===== src/rtl/spi_rx.sv =====
// SPI peripheral (slave) receiver/transmitter.
// The cs, sclk and mosi pins are oversampled in the clk domain.
// Each completed MOSI word is presented on rx_dout together with a one-cycle rx_vld pulse.
// Words queued through a one-entry tx buffer are shifted out on MISO, MSB first.
module spi_rx #(
    parameter int mode  = 0,
    parameter int width = 8
) (
    input  logic             clk,
    input  logic             rst,
    input  logic             cs,
    input  logic             sclk,
    input  logic             mosi,
    output logic             miso,
    output logic             miso_oe,
    input  logic [width-1:0] tx_din,
    input  logic             tx_vld,
    output logic             tx_rdy,
    output logic [width-1:0] rx_dout,
    output logic             rx_vld,
    output logic             tx_unf
);

    localparam logic CPOL = ((mode & 2) != 0);
    localparam logic CPHA = ((mode & 1) != 0);
    localparam int   CW   = $clog2(width);
    localparam logic [CW-1:0] LAST = CW'(width - 1);

    typedef enum logic {
        ST_IDLE   = 1'b0,
        ST_ACTIVE = 1'b1
    } state_t;

    // Synchronizers: two flops per pin, plus a third sclk flop for edge detection.
    logic cs_s1_q, cs_s1_d, cs_s2_q, cs_s2_d;
    logic sclk_s1_q, sclk_s1_d, sclk_s2_q, sclk_s2_d, sclk_s3_q, sclk_s3_d;
    logic mosi_s1_q, mosi_s1_d, mosi_s2_q, mosi_s2_d;

    // Control state.
    state_t          state_q, state_d;
    logic [CW-1:0]   bit_cnt_q, bit_cnt_d;
    logic            loaded_q, loaded_d;
    logic            buf_full_q, buf_full_d;
    logic [1:0]      warm_q, warm_d;
    logic            armed_q, armed_d;

    // Registered outputs.
    logic             miso_q, miso_d;
    logic             miso_oe_q, miso_oe_d;
    logic [width-1:0] rx_dout_q, rx_dout_d;
    logic             rx_vld_q, rx_vld_d;
    logic             tx_unf_q, tx_unf_d;

    // Datapath (no reset needed: always initialised before use).
    logic [width-1:0] rx_sr_q, rx_sr_d;
    logic [width-1:0] tx_sr_q, tx_sr_d;
    logic [width-1:0] buf_q, buf_d;

    logic sclk_edge, lead_edge, trail_edge, sample_edge, shift_edge;
    logic accept, load;

    assign sclk_edge   = sclk_s2_q ^ sclk_s3_q;
    assign lead_edge   = sclk_edge && (sclk_s2_q != CPOL);
    assign trail_edge  = sclk_edge && (sclk_s2_q == CPOL);
    assign sample_edge = CPHA ? trail_edge : lead_edge;
    assign shift_edge  = CPHA ? lead_edge : trail_edge;

    assign tx_rdy  = !buf_full_q;
    assign accept  = tx_vld && !buf_full_q;

    assign miso    = miso_q;
    assign miso_oe = miso_oe_q;
    assign rx_dout = rx_dout_q;
    assign rx_vld  = rx_vld_q;
    assign tx_unf  = tx_unf_q;

    // Next-state logic for the synchronizers, frame FSM, shift registers and tx buffer.
    always_comb begin
        cs_s1_d    = cs;
        cs_s2_d    = cs_s1_q;
        sclk_s1_d  = sclk;
        sclk_s2_d  = sclk_s1_q;
        sclk_s3_d  = sclk_s2_q;
        mosi_s1_d  = mosi;
        mosi_s2_d  = mosi_s1_q;

        state_d    = state_q;
        bit_cnt_d  = bit_cnt_q;
        loaded_d   = loaded_q;
        buf_full_d = buf_full_q;
        buf_d      = buf_q;
        rx_sr_d    = rx_sr_q;
        tx_sr_d    = tx_sr_q;
        rx_dout_d  = rx_dout_q;
        rx_vld_d   = 1'b0;
        tx_unf_d   = 1'b0;
        load       = 1'b0;

        // The synchronizer holds reset values for two cycles after reset.
        // Only trust cs_s2 once real pin data has reached it.
        // A frame may only start after cs has genuinely been seen high.
        warm_d  = (warm_q == 2'd2) ? warm_q : warm_q + 2'd1;
        armed_d = armed_q | ((warm_q == 2'd2) && cs_s2_q);

        case (state_q)
            ST_IDLE: begin
                if (armed_q && !cs_s2_q) begin
                    state_d   = ST_ACTIVE;
                    load      = 1'b1;
                    loaded_d  = 1'b1;
                    bit_cnt_d = '0;
                    rx_sr_d   = '0;
                end
            end
            ST_ACTIVE: begin
                if (cs_s2_q) begin
                    // Frame ended, possibly mid-word: drop partial data, keep the buffer.
                    state_d   = ST_IDLE;
                    bit_cnt_d = '0;
                    loaded_d  = 1'b0;
                    rx_sr_d   = '0;
                    tx_sr_d   = '0;
                end else if (sample_edge) begin
                    rx_sr_d = {rx_sr_q[width-2:0], mosi_s2_q};
                    if (bit_cnt_q == LAST) begin
                        rx_dout_d = rx_sr_d;
                        rx_vld_d  = 1'b1;
                        bit_cnt_d = '0;
                        loaded_d  = 1'b0;
                    end else begin
                        bit_cnt_d = bit_cnt_q + CW'(1);
                    end
                end else if (shift_edge) begin
                    if (bit_cnt_q == '0) begin
                        if (!loaded_q) begin
                            load     = 1'b1;
                            loaded_d = 1'b1;
                        end
                    end else begin
                        tx_sr_d = {tx_sr_q[width-2:0], 1'b0};
                    end
                end
            end
            default: state_d = ST_IDLE;
        endcase

        // A load drains the buffer first; an accept in the same cycle refills it.
        if (load) begin
            if (buf_full_q) begin
                tx_sr_d = buf_q;
            end else begin
                tx_sr_d  = '0;
                tx_unf_d = 1'b1;
            end
            buf_full_d = 1'b0;
        end
        if (accept) begin
            buf_full_d = 1'b1;
            buf_d      = tx_din;
        end

        miso_oe_d = (state_d == ST_ACTIVE);
        miso_d    = (state_d == ST_ACTIVE) ? tx_sr_d[width-1] : 1'b0;
    end

    // Control and output registers, with synchronous reset to idle levels.
    always_ff @(posedge clk) begin
        if (rst) begin
            cs_s1_q    <= 1'b1;
            cs_s2_q    <= 1'b1;
            sclk_s1_q  <= CPOL;
            sclk_s2_q  <= CPOL;
            sclk_s3_q  <= CPOL;
            mosi_s1_q  <= 1'b0;
            mosi_s2_q  <= 1'b0;
            state_q    <= ST_IDLE;
            bit_cnt_q  <= '0;
            loaded_q   <= 1'b0;
            buf_full_q <= 1'b0;
            warm_q     <= 2'd0;
            armed_q    <= 1'b0;
            miso_q     <= 1'b0;
            miso_oe_q  <= 1'b0;
            rx_dout_q  <= '0;
            rx_vld_q   <= 1'b0;
            tx_unf_q   <= 1'b0;
        end else begin
            cs_s1_q    <= cs_s1_d;
            cs_s2_q    <= cs_s2_d;
            sclk_s1_q  <= sclk_s1_d;
            sclk_s2_q  <= sclk_s2_d;
            sclk_s3_q  <= sclk_s3_d;
            mosi_s1_q  <= mosi_s1_d;
            mosi_s2_q  <= mosi_s2_d;
            state_q    <= state_d;
            bit_cnt_q  <= bit_cnt_d;
            loaded_q   <= loaded_d;
            buf_full_q <= buf_full_d;
            warm_q     <= warm_d;
            armed_q    <= armed_d;
            miso_q     <= miso_d;
            miso_oe_q  <= miso_oe_d;
            rx_dout_q  <= rx_dout_d;
            rx_vld_q   <= rx_vld_d;
            tx_unf_q   <= tx_unf_d;
        end
    end

    // Shift registers and buffer word; these are qualified by control state, so they have no reset.
    always_ff @(posedge clk) begin
        rx_sr_q <= rx_sr_d;
        tx_sr_q <= tx_sr_d;
        buf_q   <= buf_d;
    end

endmodule


===== config.mk =====
export PLATFORM = sky130hd
export DESIGN_NAME = spi_rx
export DESIGN_NICKNAME = d
export VERILOG_FILES = /design/src/rtl/spi_rx.sv
export SDC_FILE = /design/constraint.sdc
export NUM_CORES = 1
export LEC_CHECK = 0
export CORE_MARGIN = 8
export CORE_UTILIZATION = 30
export CTS_CLUSTER_DIAMETER = 150
export DETAILED_ROUTE_END_ITERATION = 12
export GPL_TIMING_DRIVEN = 0
export HOLD_SLACK_MARGIN = 0.15
export PLACE_DENSITY = 0.62
export SETUP_SLACK_MARGIN = 0.2
export SYNTH_ARGS = -nofsm -noshare
export SYNTH_HDL_FRONTEND = slang
export SYNTH_SLANG_ARGS = --single-unit

===== constraint.sdc =====
create_clock -name clk -period 2 [get_ports clk]
set_clock_uncertainty 0.1 [all_clocks]
set_input_delay 0.4 -clock clk [delete_from_list [all_inputs] [get_ports clk]]
set_output_delay 0.4 -clock clk [all_outputs]
set_load 0.02 [all_outputs]

==> results.json <==
{
  "grt_usage": 0.0807,
  "cts_hold_buf": 0,
  "via_count": 1246,
  "top_level_ports": 27,
  "hold_class": "in -> reg",
  "leakagePower_nw": 0.920,
  "cts.sinks": 50,
  "die_w_um": 96.5,
  "ys_ff_latch": 50,
  "finalSetupTns_ns": 0,
  "hold_viol": 0,
  "grt_pass1_vias": 1252,
  "synth-edff-count": 22,
  "fin_nets": 223,
  "crit_path_max_fanout": 2,
  "syn2layout_area_growth_pct": 26.0,
  "fill_cells": 630,
  "required_ns": 1.50,
  "outcome": "complete, no violations",
  "drv_slew": 0,
  "antenna_left": 0,
  "start_util": 0.308,
  "antenna_found_initial": 0,
  "routed_wl_mm": 3.40,
  "worst_pin_slew_ns": 0.763,
  "htreeDepth": 2,
  "ir_worst_vdd_uv": 453,
  "relSlewSlack": 0.490,
  "place.gp.congestion": 0.705,
  "dp_hpwl_mm": 2.44,
  "grt_pass1_wl_mm": 5.72,
  "netlist_area_um2": 1940,
  "slowest_stage": "clkdlybuf4s50_1",
  "grt_setup_unrepaired": "false",
  "ys_types": 37,
  "max_stage_delay_ns": 0.60,
  "n_antenna_cell": 0,
  "crit_family": "buffers and inverters",
  "cts_buffers": 5,
  "path_class": "reg -> out",
  "route.met3.wl_um": 125,
  "async_flop_share": 0,
  "fmax_mhz": 577,
  "grt_max_degree": 16,
  "fin_crit_ns": 1.73,
  "rows": 29,
  "cp-start-kind": "flop",
  "arrival_ns": 1.23,
  "drive_gt1_frac": 0.142,
  "endpoint_kind": "primary output",
  "wirelength_met1_mm": 1.50,
  "cts_tree": "yes",
  "core_um2": 6310,
  "via_per_inst": 4.43,
  "period_share": 0.867,
  "synth_nets": 189,
  "synth_cells": 169,
  "die-area_um2": 9300,
  "cap_violations": 0,
  "path_buf_inv": 1,
  "ys_seq_area_frac": 0.629,
  "crit_chain": "clkdlybuf4s50_1",
  "yosys_warnings": 0,
  "root_buffer": "clkbuf_8",
  "die_h_um": 96.5,
  "insertion_delay_ns": 0.30,
  "dpl_worst_slack_ns": 0.00922,
  "setup_viol": 0,
  "drc_errors": 0,
  "r2r_slack_ns": 0.34,
  "p_per_area_nw_per_um2": 839,
  "wl_per_cell_um": 12.1,
  "grt_remaining_overflow": 0,
  "top_layer_used": "met4",
  "path_clk_slew_ns": 0.09,
  "wl_met2_mm": 1.70,
  "dr.pass1.iters": 4,
  "synthFlopType": "dfxtp_1",
  "drt_iter0_markers": 49,
  "ctsLongestPathBuffers": 2,
  "layout_setup_ws_ns": 0.266,
  "synth_area_per_cell_um2": 11.5,
  "port_buffers": 25
}
==> stage by stage <==
stage	instances	power (W)	util	instance area (µm²)	hold slack, ns
2_1_floorplan	169	0.00132	-	1950	0.289
3_3_place_gp	271	0.00137	0.363	2290	0.292
3_5_place_dp	271	0.00138	0.363	2290	0.296
4_1_cts	280	0.00208	0.382	2410	0.205
5_1_grt	281	0.00216	0.387	2450	0.208
6_report	281	0.00205	0.387	2450	0.214
==> kinds of logic after synthesis <==
kind of cell,share of synthesized area
AOI/OAI and AO/OA,0.113
buffers and inverters,0.0393
xor gates and xnor gates,0.00451
adders and majority gates,0.0387
and+or+nand+nor,0.176
DFF,0.629
==> cell usage after synthesis, drive strengths merged, types with 2 or more instances <==
cell type	count	area [µm²]
a21oi	17	85.1
a22o	6	52.6
and2	8	50.1
and2b	2	17.5
buf	5	35.0
dfxtp	28	561
edfxtp	22	661
ha	6	75.1
inv	10	37.5
nand2	22	82.6
nand2b	2	15.0
nor2	13	51.3
nor2b	6	37.5
nor3	2	10.0
nor3b	2	15.0
or2	2	12.5
==> report_power, final <==
| group | total, W | internal [W] | switching [W] |
|---|---|---|---|
| sequential | 0.00116 | 0.00113 | 0.0000324 |
| combinational | 0.000196 | 0.0000991 | 0.0000964 |
| clock | 0.000693 | 0.000373 | 0.000320 |
| total | 0.00205 | 0.00160 | 0.000449 |
==> registers in the layout, indices dropped and copies added (netlist names), 2 cells and up <==
name       flops
tx_sr_q        8
rx_dout        8
warm_q         2
buf_q          8
rx_sr_q        7
bit_cnt_q      3
==> layout by cell type, fill, tap and decap left out, types with 2 or more instances in the layout <==
master	synthesis	layout
nor3_1	2	2
clkbuf_8	0	5
clkdlybuf4s50_1	0	21
nand2_1	22	22
inv_1	10	10
edfxtp_1	22	22
a22o_1	6	6
and2b_2	2	2
dfxtp_1	28	28
or2_2	2	2
nor2b_1	6	5
nor2_1	12	11
a21oi_1	17	16
and2_1	8	8
ha_1	6	5
dlymetal6s2s_1	0	3
clkbuf_1	1	2
buf_4	2	4
==> layout make-up <==
| type | count | area, µm² | share of cell area |
|---|---|---|---|
| Clock buffer | 6 | 72.6 | 0.0297 |
| Clock inverter | 2 | 37.5 | 0.0153 |
| Timing Repair Buffer | 27 | 272 | 0.111 |
| Multi-Input combinational cell | 103 | 671 | 0.274 |
| Sequential cell | 50 | 1220 | 0.499 |
| Tap cell | 77 | 96.3 | 0.0394 |
| Buffer | 6 | 38.8 | 0.0159 |
| Inverter | 10 | 37.5 | 0.0153 |
==> final timing paths <==
path	endpoint	from	cells past startpoint
worst max-delay path	rx_dout[5]	rx_dout[5]	1
worst min-delay path	sclk_s1_q	rst	2
worst max register to register	tx_sr_q[4]	bit_cnt_q[0]	6
worst min register to register	cs_s2_q	cs_s1_q	1
==> metal layers <==
layer	vias to the layer above	GRT usage
li1	646	-
met5	-	0
met1	577	0.0896
met4	0	0.0454
met3	6	0.0286
met2	17	0.132
==> timing repair <==
| action | CTS | global route |
|---|---|---|
| gates cloned | 0 | 0 |
| setup buffers | 1 | 1 |
| pin swaps | 1 | 1 |
| setup endpoints to repair | 15 | 25 |
| gates resized for setup | 2 | 8 |
Power figures use the tool's default switching activity.
==> RTL edit 1, RTL diff (same flow settings) <==
`rx_dout_q` no longer has a reset.
--- a/src/rtl/spi_rx.sv
+++ b/src/rtl/spi_rx.sv
@@ -183,3 +183,2 @@
             miso_oe_q  <= 1'b0;
-            rx_dout_q  <= '0;
             rx_vld_q   <= 1'b0;
@@ -202,3 +201,2 @@
             miso_oe_q  <= miso_oe_d;
-            rx_dout_q  <= rx_dout_d;
             rx_vld_q   <= rx_vld_d;
@@ -206,2 +204,6 @@
         end
+    end
+
+    always_ff @(posedge clk) begin
+        rx_dout_q <= rx_dout_d;
     end
Function: no difference found for any inputs over 10 cycles, from zero or initial values and one cycle with rst high; that may be too few to reach the edited logic, so the function may still have changed.
==> RTL edit 1 against the original RTL <==
- final area decreased by 1.7%
- clock power is 17% lower
- via count is 8.3% lower
- area after synthesis unchanged
- utilization down 0.67 points
- wire length decreased by 5.1%
- worst setup slack worse by 0.00066 ns
- hold slack improved by 0.10 ns
- final cell count shrank 9.3%
- combinational power rose by 7%
- power is 3.9% lower
- sequential cell count unchanged
- critical path depth stayed put
- first-iteration DRC count rose by 10%
- critical path type unchanged
- largest power group unchanged
==> RTL edit 1: results (changes against the original RTL) <==
Setup path
  • Reg-to-reg critical path startpoint: bit_cnt_q[0]
  • Slowest stage delay, CP: 0.60 ns (about the same)
  • End of the worst register-to-register path: tx_sr_q[6]
  • Critical path fanouts, max: 1 (-1)
  • CP top delay family: buffers and inverters
  • Flop-to-flop setup slack: 0.29 ns (-0.05 ns)

Place
  • HPWL after DPL: 2200 µm (-9.9%)
  • GPL Wtd Cong: 0.715 (+1.4%)
  • Placed Cells incl. Taps: 246 (-9.2%)
  • IO Port Bufs: 25 (unchanged)
  • Placement Setup Slack: 0.0474 ns (+0.0382 ns)

Final layout
  • Layout cells sized above 1: 16.3% (+2.1 points)
  • Nets: 197 (-12%)
  • Diode count: 0 (unchanged)

Power and ir drop
  • Peak VDD IR: 0.324 mV (-28%)
  • Leakage: 0.860 nW (-6.6%)

Synth
  • Top cells by area, synth: edfxtp_1, dfxtp_1, ha_1
  • Seq/Total Area, Yosys: 67.0% (+4.1 points)
  • Synth Net Count: 164 (-13%)
  • Synth Area per Inst: 13.5 µm² (+17%)
  • Most used DFF post-synth: edfxtp_1
  • EDFF count, synth: 30 (+36%)
  • Unique masters post-synth: 31 (-16%)
  • Most frequent cells after synthesis: edfxtp_1, dfxtp_1, nor2_1
  • Synth warnings: 0 (unchanged)

Clock tree
  • Root Buffer: clkbuf_8
  • TritonCTS buffer count: 5 (unchanged)
  • Clock edge transition at the registers on the reported setup and hold paths: 0.09 ns (about the same)
  • Htree depth: 2 (unchanged)
  • Clock tree buffer depth: 2 (unchanged)
  • Clk_lat worst skew: 0.30 ns (about the same)

Drt
  • DRT antenna net count: 0 (unchanged)
  • Via-per-instance ratio: 4.48 (+1.1%)
  • Drt pass-1 iters: 4 (unchanged)
  • Routed vias: 1143 (-8.3%)
  • Post-DR wirelength/cell: 12.7 µm (+4.6%)
  • Initial DRC count: 54 (+10%)

Hold path
  • Worst min-delay path category: reg2reg
  • Hold path cells: 1 (-1)
  • Hold path endpoint: cs_s2_q
  • Worst Hold Launch: cs_s1_q

STA
  • Measured slew at the worst slew-check pin: 0.691 ns (-0.0722 ns)
  • Final hold slack: 0.319 ns (+0.104 ns)

GRT
  • Global Route Usage Sum: 7.67% (-0.40 points)
  • Vias in the first global route: 1173 (-6.3%)
  • Initial antenna violation count: 0 (unchanged)
  • First-pass GRT wire length: 5430 µm (-5.1%)
  • Pin count of the biggest net entering global routing: 16 (unchanged)

Outcome
  • Outcome: completed
RTL edit 1: report_power, final:
group          switching (mW)  internal, mW  leakage [nW]
Clock                   0.328         0.246        0.0413
Sequential             0.0328          1.16         0.441
Combinational           0.103         0.107         0.377
RTL edit 1: area by class of cell:
class,count,area [µm²]
fill,633,3910
sequential,50,1310
multi-input combinational,81,597
timing repair buffer,26,255
tap,77,96.3
clock buffer,6,72.6
inverter,9,33.8
buffer,4,30.0
clock inverter,2,13.8
RTL edit 1: how the worst max path moves through the flow:
stage / from / to / slack (ns) / cells past startpoint
after floorplan: bit_cnt_q[0] / tx_sr_q[0] / 0.34 / 6
after global placement: tx_vld / buf_q[2] / 0.10 / 2
after detailed placement: tx_vld / buf_q[2] / 0.05 / 2
after CTS: rx_dout[0] / rx_dout[0] / 0.24 / 1
after global routing: tx_unf / tx_unf / 0.21 / 1
final: rx_dout[0] / rx_dout[0] / 0.27 / 1
RTL edit 1: cell families after synthesis:
family / share of synthesized area [%]
DFF: 67.0
adders and majority gates: 3.87
and+or+nand+nor: 16.0
buffers and inverters: 3.29
xor gates and xnor gates: 0.451
AOI/OAI and AO/OA: 9.34
RTL edit 1: per-stage QoR:
stage / cell area [µm²] / total power, mW
final: 2400 / 1.97
after floorplan: 1940 / 1.36
after detailed placement: 2290 / 1.42
after global routing: 2400 / 2.06
after global placement: 2290 / 1.41
after CTS: 2380 / 2.00
RTL edit 1: timing repair:
action	CTS	global route
pin swaps	1	2
buffers inserted	1	0
resized for setup	4	7
setup endpoints to repair	24	31
RTL edit 1: metal layers:
layer  routed length, µm  part of all wire [%]  track usage, %
met5                   0                     0               0
met4                  80                   2.5            4.54
met2                1470                    45            11.3
met3                 161                   5.0            2.55
met1                1520                    47            9.53
==> RTL edit 2, RTL diff (same flow settings) <==
Made on the original files. The parameter `width` goes from 8 to 16.
--- a/src/rtl/spi_rx.sv
+++ b/src/rtl/spi_rx.sv
@@ -6,3 +6,3 @@
     parameter int mode  = 0,
-    parameter int width = 8
+    parameter int width = 16
 ) (
Interface: changed (resized rx_dout and tx_din); port bits go from 27 to 43. No check against the original RTL was run, so the function may have changed too.
==> RTL edit 2 against the original RTL <==
- final area up 66%
- power rose by 62%
- sequential cell count grew 33
- worst setup slack worse by 0.26 ns
- area after synthesis is 60% higher
- wire length grew 71%
- sequential power increased by 65%
- die area rose by 49%
==> RTL edit 2: results (changes against the original RTL) <==
Outcome
  • Outcome: completed

Clock tree
  • Clock edge transition at the registers on the reported setup and hold paths: 0.08 ns
  • Clk_lat worst skew: 0.35 ns (+0.05 ns)
  • Root Buffer: clkbuf_8
  • TritonCTS buffer count: 9 (+4)
  • Htree depth: 3 (+1)

GRT
  • Grt met1 use: 10.1% (+1.1 points)
  • Met2 Use GR: 13.5% (+0.31 points)
  • First-pass GRT wire length: 9840 µm (+72%)
  • Global Route Usage Sum: 8.66% (+0.59 points)
  • Vias in the first global route: 2111 (+69%)
  • Pin count of the biggest net entering global routing: 19 (+3)
  • Grt met3 use: 3.93% (+1.1 points)

Final layout
  • Layout cells sized above 1: 16.6% (+2.4 points)
  • Nets: 347 (+56%)
  • Fillers: 982 (+56%)

Synth
  • EDFF count, synth: 46 (+110%)
  • Top cells by area, synth: edfxtp_1, dfxtp_1, nand2_1
  • Seq/Total Area, Yosys: 68.3% (+5.4 points)
  • Synth Net Count: 286 (+51%)
  • Most frequent cells after synthesis: edfxtp_1, dfxtp_1, nand2_1
  • Unique masters post-synth: 33 (-11%)
  • Synth Instances: 259 (+53%)

Drt
  • Total wire length: 5800 µm (+71%)
  • Post-Route M1 WL: 2730 µm (+82%)
  • Metal2 WL: 2600 µm (+53%)
  • Via-per-instance ratio: 4.48 (+0.97%)
  • Top sig layer: met4
  • Post-DR wirelength/cell: 12.6 µm (+4.0%)
  • Drt pass-1 iters: 4 (unchanged)
  • Initial DRC count: 79 (+61%)
  • Wire length on met3: 376 µm (+200%)

Power and ir drop
  • Leakage: 1.55 nW (+69%)
  • Design Power: 3.32 mW (+62%)
  • Flop pwr share: 57.5% (+0.8 points)
  • Combinational power share: 7.7% (-1.8 points)
  • Internal power: 2.57 mW (+60%)
  • Peak VDD IR: 0.451 mV (-0.61%)

Setup path
  • Slowest stage delay, CP: 0.39 ns (-0.21 ns)
  • Critical path fanouts, max: 10 (+8)
  • CP top delay family: simple AND/OR/NAND/NOR gates
  • Slowest cell on crit path: or3b_4

Hold path
  • Worst min-delay path category: in2reg

STA
  • Measured slew at the worst slew-check pin: 0.742 ns (-0.0218 ns)
  • Max frequency: 500 MHz (-13%)

Place
  • Placement Setup Slack: -0.438 ns (-0.447 ns)
  • Placed Area: 3710 µm² (+62%)
  • IO Port Bufs: 41 (+64%)
  • GPL Wtd Cong: 0.728 (+3.2%)
  • HPWL after DPL: 4000 µm (+64%)
  • Placed Cells incl. Taps: 436 (+61%)
[RTL edit 2: cell count changes after synthesis, sizes merged, moves of 3 or more]
cell    unedited run  this run
edfxtp            22        46
a21oi             17        23
clkbuf             1        12
and2               8        17
o21ai              1         4
nand3              1         5
buf                5         2
and3               1         4
a22o               6        14
dfxtp             28        37
nand2             22        35
nor3               2         6
[RTL edit 2: path summary, 6_finish.rpt]
path	start	to	slack, ns	cells after the start
worst max-delay path	bit_cnt_q[0]	tx_sr_q[13]	0.002	7
worst min-delay path	rst	mosi_s1_q	0.30	2
worst max register to register	bit_cnt_q[0]	tx_sr_q[13]	0.002	7
worst min register to register	cs_s1_q	cs_s2_q	0.31	1
[RTL edit 2: cells by family (layout without fill, tap and decap cells)]
| kind of cell | count (synthesis) | count (layout) | synth area share, % |
|---|---|---|---|
| compound gates | 46 | 46 | 9.59 |
| xor+xnor | 1 | 1 | 0.282 |
| fa+ha+maj | 5 | 5 | 2.01 |
| buf+inv | 23 | 89 | 3.06 |
| flops | 83 | 83 | 68.3 |
| simple gates | 101 | 101 | 16.7 |
[RTL edit 2: what timing repair did]
| item | CTS | global route |
|---|---|---|
| pin swaps | 7 | 2 |
| resized for setup | 32 | 19 |
| buffers inserted | 9 | 0 |
| endpoints found under the hold margin | 0 | 0 |
| endpoints found under the setup margin | 96 | 77 |
[RTL edit 2: cell type report]
| type | count | area, µm² | share of cell area, % |
|---|---|---|---|
| clock inverters | 7 | 68.8 | 1.70 |
| clock buffers | 9 | 124 | 3.06 |
| well taps | 136 | 170 | 4.20 |
| flip-flops and latches | 83 | 2120 | 52.4 |
| inverters | 9 | 33.8 | 0.833 |
| repair buffers | 50 | 479 | 11.8 |
| multi-input cells | 153 | 955 | 23.5 |
| plain buffers | 14 | 98.8 | 2.44 |
